[src/rtl/alu_pkg.sv]
// rtl/alu_pkg.sv - op encodings and controller state type for alu_seq
package alu_pkg;

  localparam logic [2:0] OP_AND = 3'b000;
  localparam logic [2:0] OP_OR  = 3'b001;
  localparam logic [2:0] OP_ADD = 3'b010;
  localparam logic [2:0] OP_SLL = 3'b011;
  localparam logic [2:0] OP_SRL = 3'b100;
  localparam logic [2:0] OP_MUL = 3'b101;
  localparam logic [2:0] OP_SUB = 3'b110;
  localparam logic [2:0] OP_SLT = 3'b111;

  typedef enum logic [0:0] {
    IDLE = 1'b0,
    BUSY = 1'b1
  } state_t;

endpackage

[src/rtl/seq_mul.sv]
// rtl/seq_mul.sv - shift-add multiplier, one partial product per clock, low WIDTH bits
module seq_mul #(
  parameter int WIDTH = 32
) (
  input  logic             clk,
  input  logic             rst_n,
  input  logic             start,
  input  logic [WIDTH-1:0] a,
  input  logic [WIDTH-1:0] b,
  output logic             done,
  output logic [WIDTH-1:0] p
);

  localparam int CW = $clog2(WIDTH) + 1;

  logic             busy;
  logic [CW-1:0]    cnt;
  logic [WIDTH-1:0] acc;
  logic [WIDTH-1:0] mcand;
  logic [WIDTH-1:0] mplier;
  logic [WIDTH-1:0] acc_next;

  assign acc_next = mplier[0] ? acc + mcand : acc;

  // done and p reflect the final step so the caller can load them on that same edge
  assign done = busy && (cnt == CW'(WIDTH - 1));
  assign p    = acc_next;

  always_ff @(posedge clk) begin
    if (!rst_n) begin
      busy   <= 1'b0;
      cnt    <= '0;
      acc    <= '0;
      mcand  <= '0;
      mplier <= '0;
    end else if (start) begin
      busy   <= 1'b1;
      cnt    <= '0;
      acc    <= '0;
      mcand  <= a;
      mplier <= b;
    end else if (busy) begin
      acc    <= acc_next;
      mcand  <= mcand << 1;
      mplier <= mplier >> 1;
      cnt    <= cnt + 1'b1;
      if (done) busy <= 1'b0;
    end
  end

endmodule

[src/rtl/alu_seq.sv]
// rtl/alu_seq.sv - handshaked ALU with registered result, flags and iterative multiply
module alu_seq
  import alu_pkg::*;
#(
  parameter int WIDTH  = 32,
  parameter bit MUL_EN = 1'b1
) (
  input  logic             clk,
  input  logic             rst_n,
  input  logic             in_valid,
  output logic             in_ready,
  input  logic [WIDTH-1:0] a,
  input  logic [WIDTH-1:0] b,
  input  logic [2:0]       op,
  output logic             out_valid,
  input  logic             out_ready,
  output logic [WIDTH-1:0] z,
  output logic             zero,
  output logic             ovf,
  output logic             err
);

  localparam int SW = $clog2(WIDTH);

  state_t           state;
  logic             accept;
  logic             is_mul;
  logic             mul_done;
  logic [WIDTH-1:0] mul_p;
  logic [WIDTH-1:0] sum;
  logic [WIDTH-1:0] diff;
  logic [SW-1:0]    shamt;
  logic             lt;
  logic [WIDTH-1:0] res;
  logic             res_ovf;
  logic             res_err;

  // rst_n gates in_ready so nothing is handshaken while reset is held
  assign in_ready = rst_n && (state == IDLE) && (!out_valid || out_ready);
  assign accept   = in_valid && in_ready;
  assign is_mul   = MUL_EN && (op == OP_MUL);

  assign sum   = a + b;
  assign diff  = a - b;
  assign shamt = b[SW-1:0];
  assign lt    = $signed(a) < $signed(b);

  always_comb begin
    res     = '0;
    res_ovf = 1'b0;
    res_err = 1'b0;
    case (op)
      OP_AND: res = a & b;
      OP_OR:  res = a | b;
      OP_ADD: begin
        res     = sum;
        res_ovf = (a[WIDTH-1] == b[WIDTH-1]) && (sum[WIDTH-1] != a[WIDTH-1]);
      end
      OP_SUB: begin
        res     = diff;
        res_ovf = (a[WIDTH-1] != b[WIDTH-1]) && (diff[WIDTH-1] != a[WIDTH-1]);
      end
      OP_SLT: res = {{(WIDTH-1){1'b0}}, lt};
      OP_SLL: res = a << shamt;
      OP_SRL: res = a >> shamt;
      default: res_err = 1'b1;
    endcase
  end

  seq_mul #(.WIDTH(WIDTH)) u_mul (
    .clk   (clk),
    .rst_n (rst_n),
    .start (accept && is_mul),
    .a     (a),
    .b     (b),
    .done  (mul_done),
    .p     (mul_p)
  );

  always_ff @(posedge clk) begin
    if (!rst_n) begin
      state     <= IDLE;
      out_valid <= 1'b0;
      z         <= '0;
      zero      <= 1'b1;
      ovf       <= 1'b0;
      err       <= 1'b0;
    end else begin
      case (state)
        IDLE: begin
          if (accept) begin
            if (is_mul) begin
              state     <= BUSY;
              out_valid <= 1'b0;
            end else begin
              z         <= res;
              zero      <= (res == '0);
              ovf       <= res_ovf;
              err       <= res_err;
              out_valid <= 1'b1;
            end
          end else if (out_ready) begin
            out_valid <= 1'b0;
          end
        end
        BUSY: begin
          if (mul_done) begin
            z         <= mul_p;
            zero      <= (mul_p == '0);
            ovf       <= 1'b0;
            err       <= 1'b0;
            out_valid <= 1'b1;
            state     <= IDLE;
          end
        end
        default: state <= IDLE;
      endcase
    end
  end

endmodule

[config.mk]
export PLATFORM = sky130hd
export DESIGN_NAME = alu_seq
export DESIGN_NICKNAME = d
export VERILOG_FILES = /design/src/rtl/alu_pkg.sv /design/src/rtl/seq_mul.sv /design/src/rtl/alu_seq.sv
export SDC_FILE = /design/constraint.sdc
export NUM_CORES = 1
export LEC_CHECK = 0
export ABC_AREA = 1
export BUFFER_PORTS_ARGS = -buffer_cell sky130_fd_sc_hd__buf_4
export CAP_MARGIN = 10
export CORE_MARGIN = 2
export CORE_UTILIZATION = 50
export CTS_BUF_LIST = sky130_fd_sc_hd__clkbuf_8 sky130_fd_sc_hd__clkbuf_16
export CTS_CLUSTER_SIZE = 12
export DETAILED_ROUTE_END_ITERATION = 8
export GPL_TIMING_DRIVEN = 1
export PLACE_DENSITY = 0.7
export SLEW_MARGIN = 40
export SYNTH_ARGS = -nofsm -noshare
export SYNTH_HDL_FRONTEND = slang
export SYNTH_HIERARCHICAL = 1
export SYNTH_SLANG_ARGS = --single-unit
[constraint.sdc]
create_clock -name clk -period 8.1 [get_ports clk]
set_input_delay 1.62 -clock clk [delete_from_list [all_inputs] [get_ports clk]]
set_output_delay 1.62 -clock clk [all_outputs]
set_load 0.02 [all_outputs]
==> flow_summary.rst, run 1 <==
.. list-table::
   :header-rows: 1

   * - Metric
     - Value
   * - Run status
     - completed
   * - Synthesis Warnings
     - 6
   * - Wirelength per Cell
     - 21.3 um
   * - Biggest fanout along the worst timing path
     - 62
   * - Register clock-pin slew on the reported worst setup and hold paths
     - 70 ps
   * - Signal arrival time at the worst endpoint
     - 5190 ps
   * - Series of cell instances along the critical path
     - buf_4 > inv_2 > ha_1 > nand2_1 > nand3_1 > nand2_1 > nand2_1 > nand2_1 > o21ai_1 > nor2_1 > nor2_1 > nand2_1 > nor2_1 > nand3_1 > nor2_1 > nand3_1 > nand2_1 > nand2_1 > nand2_1
   * - Drt first-iter violations
     - 2739
   * - Max VDD drop
     - 0.000161 V
   * - Chip height
     - 199 um
   * - Final-layout setup total negative slack
     - 0 ps
   * - Average instance area after synthesis
     - 5.38 um^2
   * - Initial core utilization
     - 0.506
   * - Pwr dens
     - 122 nW/um^2
   * - Number of register bits inferred by synthesis
     - 140
   * - Fin. max-slew vios
     - 0
   * - Critical path class
     - in2reg
   * - Layout Area Growth over Synthesis
     - 7.60%
   * - Total detailed-routing wirelength
     - 86.7 mm
   * - Top cells by area in the synthesized netlist
     - nand2_1 (21%), dfxtp_1 (15%), nand3_1 (15%)
   * - Clock root buffer
     - clkbuf_16
   * - Via total after detailed routing
     - 23100
   * - Number of setup violations in the final report
     - 0
   * - DRC violation count after routing
     - 0
   * - Final hold slack
     - 457 ps
   * - Min setup slack post-route
     - 3350 ps
   * - # H-tree levels
     - 4
   * - Drt first pass iters
     - 7
   * - Slack of the worst reg-to-reg path
     - 4640 ps
   * - EDFF count, synth
     - 0
   * - Overall Power
     - 2.50 mW
   * - Final hold vios
     - 0
   * - Slowest CP cell
     - ha_1
   * - Antenna Nets Post-Route
     - 0
   * - Prevailing post-synth register cell
     - dfxtp_1
   * - Cells resized by post-CTS repair
     - 0
   * - Fraction of post-synthesis cell area in the top cell type by area
     - 0.212
   * - RSZ-0062 raised after global routing
     - false
   * - Number of max-cap violations
     - 0
   * - Leak
     - 11.5 nW
   * - Die width
     - 199 um
   * - Combined area of the multi-input logic cells
     - 13100 um^2
   * - Number of nets in the synthesized netlist
     - 3744
   * - Pre-CTS worst setup slack
     - 3050 ps
   * - Post-CTS Setup Inserts
     - 0
   * - Post-route core utilization
     - 0.545
   * - Synth async-reset ratio
     - 0
   * - Fillers
     - 4142
   * - Cell repeated most along the worst path
     - nand2_1
   * - Routability congestion estimate from global placement
     - 1.10
   * - Area inside the core boundary
     - 37600 um^2
   * - Longest individual stage delay on the worst path
     - 590 ps
   * - Tightest Hold Check Type
     - reg2reg
   * - Number of antenna violations at the first check in global routing
     - 3
   * - Final-stage net count
     - 3741
   * - CP Capture Type
     - flip-flop
   * - Cell area after technology mapping
     - 19000 um^2
   * - Pin count of the biggest net entering global routing
     - 68
   * - Peak clock frequency supported by timing
     - 0.210 GHz
   * - Register area
     - 2800 um^2
   * - Layout cells sized above 1
     - 0.0784
   * - Number of cells produced by synthesis
     - 3538
   * - Area of the die
     - 39600 um^2
   * - CTS buffer count
     - 17
   * - Count of clock tree sinks
     - 140
   * - Kind of launch point of the worst setup path
     - input pin
   * - Share of the clock period used by the worst path
     - 0.587
   * - Slew of the pin with the lowest slew margin
     - 992 ps
   * - Worst slew slack as a fraction of its limit
     - 0.332
   * - Critical path data required time
     - 8540 ps
   * - Row Count
     - 71
   * - Quantity of I/O buffers inserted on ports
     - 107
   * - Global-route usage over all layers
     - 0.436
   * - Total congestion overflow
     - 0
   * - Number of top-level pins
     - 108
   * - Wire length of the first global-routing pass
     - 126 mm
   * - Via count of the first global-routing pass
     - 20700
   * - Clk buf depth
     - 2
   * - Clock latency at the later pin of the worst-skew pair
     - 500 ps
   * - CTS tree
     - done
   * - Share of synthesized area occupied by flip-flops and latches
     - 0.147
   * - Library cells used by synthesis
     - 49
   * - Final Critical Period
     - 4750 ps
   * - Number of hold buffers added after CTS
     - 0
   * - DPL Wire Length
     - 70.0 mm
   * - Detail-routed via count per cell
     - 5.69
   * - Post-route clock skew
     - 16.8 ps
   * - Leading area contributor after synthesis
     - nand2_1
state kept, by name (all words and copies together) (netlist names):
name and cells:
err 1, u_mul/acc 32, z 32, u_mul/mplier 32
zero 1, state 1, u_mul/mcand 32, out_valid 1
u_mul/busy 1, u_mul/cnt 6, ovf 1
placed cells by master (no fill, tap or decap), types with 4 or more instances in the layout:
cell | synthesis | routed
or2_2 | 6 | 6
nand2_4 | 10 | 10
xor2_1 | 8 | 8
clkinvlp_4 | 0 | 4
nand3b_1 | 11 | 11
nor2_1 | 324 | 321
xnor2_1 | 5 | 5
nor3_2 | 6 | 6
o21ai_1 | 11 | 10
nand4_1 | 40 | 40
o21bai_1 | 11 | 11
a21oi_1 | 130 | 130
nor4_1 | 8 | 8
o22ai_1 | 22 | 22
dfxtp_1 | 140 | 140
a22oi_1 | 21 | 21
inv_1 | 592 | 592
o21ai_0 | 113 | 113
o221ai_1 | 18 | 18
ha_1 | 132 | 132
and2_1 | 11 | 11
nor2_2 | 19 | 19
nand3_1 | 555 | 555
nand2_1 | 1072 | 1071
nor3_1 | 16 | 16
inv_2 | 20 | 20
buf_4 | 10 | 127
and3_1 | 4 | 4
clkbuf_16 | 0 | 17
o211ai_1 | 15 | 15
nand2_2 | 30 | 31
nand3_2 | 15 | 15
cells by family after synthesis:
kind of cell | count (synthesis) | synth area share
flip-flops | 140 | 0.147
adder cells (fa/ha/maj) | 135 | 0.0900
AO/OA/AOI/OAI | 353 | 0.106
buffers and inverters | 767 | 0.164
XOR/XNOR | 13 | 0.00599
AND/OR/NAND/NOR | 2130 | 0.487
final cells by class:
cell class	count	area share
multi-input cells	2631	0.642
flip-flops and latches	140	0.137
inverters	616	0.113
repair buffers	129	0.0480
well taps	511	0.0312
clock buffers	18	0.0215
clock inverters	13	0.00660
diodes	3	0.000367
worst paths after layout:
check	start	end	depth (start not counted)
max reg2reg	state	u_mul/mcand[5]	11
min reg2reg	err	err	2
max	b[2]	zero	19
min	err	err	2
stage by stage:
step,area (um^2),std cells
after CTS,20500,4058
final,20500,4061
after global routing,20500,4058
after detailed placement,19900,4027
after floorplan,19000,3538
after global placement,19900,4025
critical path: cells and delay by family:
kind            cells  cell delay (ps)
buf+inv             2             1020
compound gates      1              130
fa+ha+maj           1              590
simple gates       15             1790
Yosys cell counts (4+ instances only):
cell type  instances
nand2_1         1072
inv_1            592
nand3_1          555
nor2_1           324
dfxtp_1          140
ha_1             132
a21oi_1          130
o21ai_0          113
buf_2             66
clkbuf_1          54
nand4_1           40
nand2_2           30
o22ai_1           22
a22oi_1           21
inv_2             20
nor2_2            19
o221ai_1          18
nor3_1            16
nand3_2           15
o211ai_1          15
buf_6             12
and2_1            11
nand3b_1          11
o21ai_1           11
o21bai_1          11
buf_4             10
nand2_4           10
nor4_1             8
xor2_1             8
buf_1              7
nor3_2             6
or2_2              6
xnor2_1            5
and3_1             4
power breakdown:
group / leakage (nW) / switching [mW] / internal (mW)
Sequential: 1.13 / 0.0142 / 0.709
Combinational: 10.1 / 0.697 / 0.265
Clock: 0.269 / 0.379 / 0.435
Total: 11.5 / 1.09 / 1.41
metal layers:
layer	vias up	wire length, um	GRT usage
met1	10300	34800	0.544
met2	1286	37800	0.692
li1	11200	-	-
met4	0	5350	0.253
met5	-	0	0
met3	279	8690	0.0905
(Power assumes the default switching activity.)
==> inputs of run 2 (changes only) <==
ABC_AREA = 0   (was 1)
PLACE_DENSITY = 0.71   (was 0.7)
clock period = 4.6 ns   (was 8.1 ns; I/O delays follow)
==> flow_summary.rst, run 2 <==
.. list-table::
   :header-rows: 1

   * - Metric
     - Value
   * - Share of the clock period used by the worst path
     - 0.995
   * - Kind of launch point of the worst setup path
     - flip-flop
   * - Post-synthesis compound-gate area fraction
     - 0.249
   * - Most used standard cell by instance count after synthesis
     - nand2_1
   * - # H-tree levels
     - 4
   * - Synth async-reset ratio
     - 0
   * - Count of clock tree sinks
     - 140
   * - Pin count of the biggest net entering global routing
     - 132
   * - EDFF count, synth
     - 0
   * - Wire length of the first global-routing pass
     - 107 mm
   * - Final Critical Period
     - 4580 ps
   * - Reg-to-Reg Start
     - u_mul/mcand[1]
   * - DPL Wire Length
     - 55.4 mm
   * - Drt first-iter violations
     - 1876
   * - Biggest fanout along the worst timing path
     - 4
   * - Layout Area Growth over Synthesis
     - 17.4%
   * - CTS tree
     - done
   * - Most common cell after layout, fill and taps aside
     - buf_4
   * - Fraction of post-synthesis cell area in the top cell type by area
     - 0.167
   * - Tightest Hold Check Type
     - reg2reg
   * - Routability congestion estimate from global placement
     - 1.06
   * - Simple-gate area share of the yosys netlist
     - 0.214
   * - Critical path class
     - reg2reg
   * - Total congestion overflow
     - 0
   * - Pre-CTS worst setup slack
     - -170 ps
   * - Signal arrival time at the worst endpoint
     - 4950 ps
   * - Max layer used
     - met4
   * - Peak clock frequency supported by timing
     - 0.218 GHz
   * - Fin. max-slew vios
     - 0
   * - Longest individual stage delay on the worst path
     - 580 ps
   * - Largest family of logic cells by synthesized area
     - compound AO/OA/AOI/OAI gates
   * - Library cells used by synthesis
     - 91
   * - Met2 routed wirelength
     - 32.7 mm
   * - CP Capture Type
     - flip-flop
   * - Leading area contributor after synthesis
     - dfxtp_1
   * - Area of the die
     - 35100 um^2
   * - Global-route usage over all layers
     - 0.399
   * - Number of setup violations in the final report
     - 0
   * - Number of register bits inferred by synthesis
     - 140
   * - Drt first pass iters
     - 6
   * - Critical Path Start
     - u_mul/mcand[1]
   * - Post-route clock skew
     - 13.7 ps
   * - Beginning of the worst hold path
     - z[0]
   * - Average instance area after synthesis
     - 7.45 um^2
   * - Initial core utilization
     - 0.505
   * - Min setup slack post-route
     - 22.5 ps
   * - Detail-routed via count per cell
     - 6.49
   * - Pwr dens
     - 218 nW/um^2
   * - CTS buffer count
     - 17
   * - DRT met1 WL
     - 28.6 mm
   * - Final hold vios
     - 0
   * - Layout cells sized above 1
     - 0.182
   * - Leak
     - 8.38 nW
   * - Cell area after technology mapping
     - 16800 um^2
   * - DRC violation count after routing
     - 0
   * - Series of cell instances along the critical path
     - buf_4 > ha_4 > a211oi_1 > o311a_1 > or4b_4 > a31oi_4 > a22o_1 > a211oi_1 > xor2_1 > nor2_2 > xor2_4 > nor4_4 > nand4_1 > nor4_1 > buf_4 > nand4_1 > and3_1 > o31ai_2
   * - Chip height
     - 187 um
   * - Synthesis Warnings
     - 6
   * - Overall Power
     - 4.30 mW
   * - Share of the synthesized netlist area taken by xor and xnor gates
     - 0.0313
   * - Antenna Nets Post-Route
     - 0
   * - Fraction of the mapped netlist area in adder cells
     - 0.102
   * - Final-stage net count
     - 2621
   * - Cell family with most CP delay
     - simple AND/OR/NAND/NOR gates
   * - Share of synthesized area occupied by flip-flops and latches
     - 0.167
   * - Critical path data required time
     - 4970 ps
   * - Via count of the first global-routing pass
     - 17800
   * - Max VDD drop
     - 0.000293 V
   * - Wirelength per Cell
     - 24.9 um
   * - Via total after detailed routing
     - 18700
   * - Row Count
     - 67
   * - Fraction of synthesized area in multiplexers
     - 0.170
   * - Slowest CP cell
     - or4b_4
   * - Clock latency at the later pin of the worst-skew pair
     - 460 ps
   * - Number of max-cap violations
     - 0
   * - Most frequent cells after synthesis
     - nand2_1 (275), o21ai_0 (170), mux2i_1 (164)
   * - Number of nets in the synthesized netlist
     - 2462
   * - Number of buffer and inverter stages on the critical path
     - 2
   * - Most frequent cells in the layout
     - buf_4 (295), nand2_1 (275), o21ai_0 (169)
   * - Die width
     - 187 um
   * - Worst slew slack as a fraction of its limit
     - 0.466
   * - Final hold slack
     - 470 ps
   * - Routed wl met3
     - 5.99 mm
   * - Slew of the pin with the lowest slew margin
     - 801 ps
   * - Quantity of I/O buffers inserted on ports
     - 107
   * - Register clock-pin slew on the reported worst setup and hold paths
     - 70 ps
   * - Fillers
     - 3104
   * - Total detailed-routing wirelength
     - 71.5 mm
   * - Number of top-level pins
     - 108
   * - Clk buf depth
     - 2
   * - Diodes inserted
     - 0
   * - Number of antenna violations at the first check in global routing
     - 0
   * - Run status
     - completed
   * - Top cells by area in the synthesized netlist
     - dfxtp_1 (17%), ha_1 (9.8%), mux2i_1 (9.8%)
   * - Area inside the core boundary
     - 33300 um^2
   * - Prevailing post-synth register cell
     - dfxtp_1
   * - Number of cells produced by synthesis
     - 2256
   * - Clock root buffer
     - clkbuf_16
run 2: cell count changes after synthesis, sizes merged, moves of 47 or more:
cell / change
and2: +75
buf: -47
clkbuf: +56
inv: -487
mux2: +53
mux2i: +164
nand2: -837
nand3: -529
nor2: -208
o21ai: +75
run 2: layer usage:
layer	vias to the layer above	global-route usage
li1	8496	-
met1	8836	0.502
met2	1110	0.658
met3	231	0.0679
met4	0	0.205
met5	-	0
run 2: logic make-up after synthesis:
family,after synthesis
DFF,140
xor gates and xnor gates,60
and+or+nand+nor,741
adders and majority gates,135
buffers and inverters,286
muxes,244
AOI/OAI and AO/OA,650
run 2: per-stage QoR:
step	util	instance area [um^2]	TNS [ps]	instances
2_1_floorplan	-	16900	0	2256
3_3_place_gp	0.573	19100	-213	2844
3_5_place_dp	0.573	19100	-170	2844
4_1_cts	0.591	19700	0	2876
5_1_grt	0.593	19700	-9.82	2876
6_report	0.593	19700	0	2876
run 2: worst paths after layout:
kind / endpoint / slack [ps] / cells after the start
setup reg to reg: zero / 20 / 18
setup / recovery: zero / 20 / 18
hold reg to reg: z[0] / 470 / 2
hold / removal: z[0] / 470 / 2
run 2: cell type report:
cell class | count | area (um^2) | share of cell area
clock buffer | 17 | 425 | 0.0216
clock inverter | 15 | 150 | 0.00761
inverter | 126 | 473 | 0.0240
multi-input combinational | 1830 | 13000 | 0.659
sequential | 140 | 2810 | 0.142
tap | 448 | 561 | 0.0284
timing repair buffer | 300 | 2310 | 0.117
run 2: where the power goes:
part	leakage [nW]	internal (mW)	switching, mW	total [mW]
logic	6.97	0.618	1.02	1.64
registers	1.13	1.23	0.0150	1.25
clock network	0.277	0.762	0.650	1.41
run 2: repair_timing:
item,in CTS,in global routing
hold buffers,0,0
endpoints found under the hold margin,0,0
pin swaps,0,12
setup buffers,0,1
resized for setup,1,11
endpoints found under the setup margin,1,1
run 2: worst register-to-register path, delay by kind of cell (launching register included):
family                   cells  cell delay (ps)
adder cells (fa/ha/maj)      1              270
flip-flops                   1              330
AO/OA/AOI/OAI                6             1070
AND/OR/NAND/NOR              7             1910
XOR/XNOR                     2              610
buffers and inverters        2              310
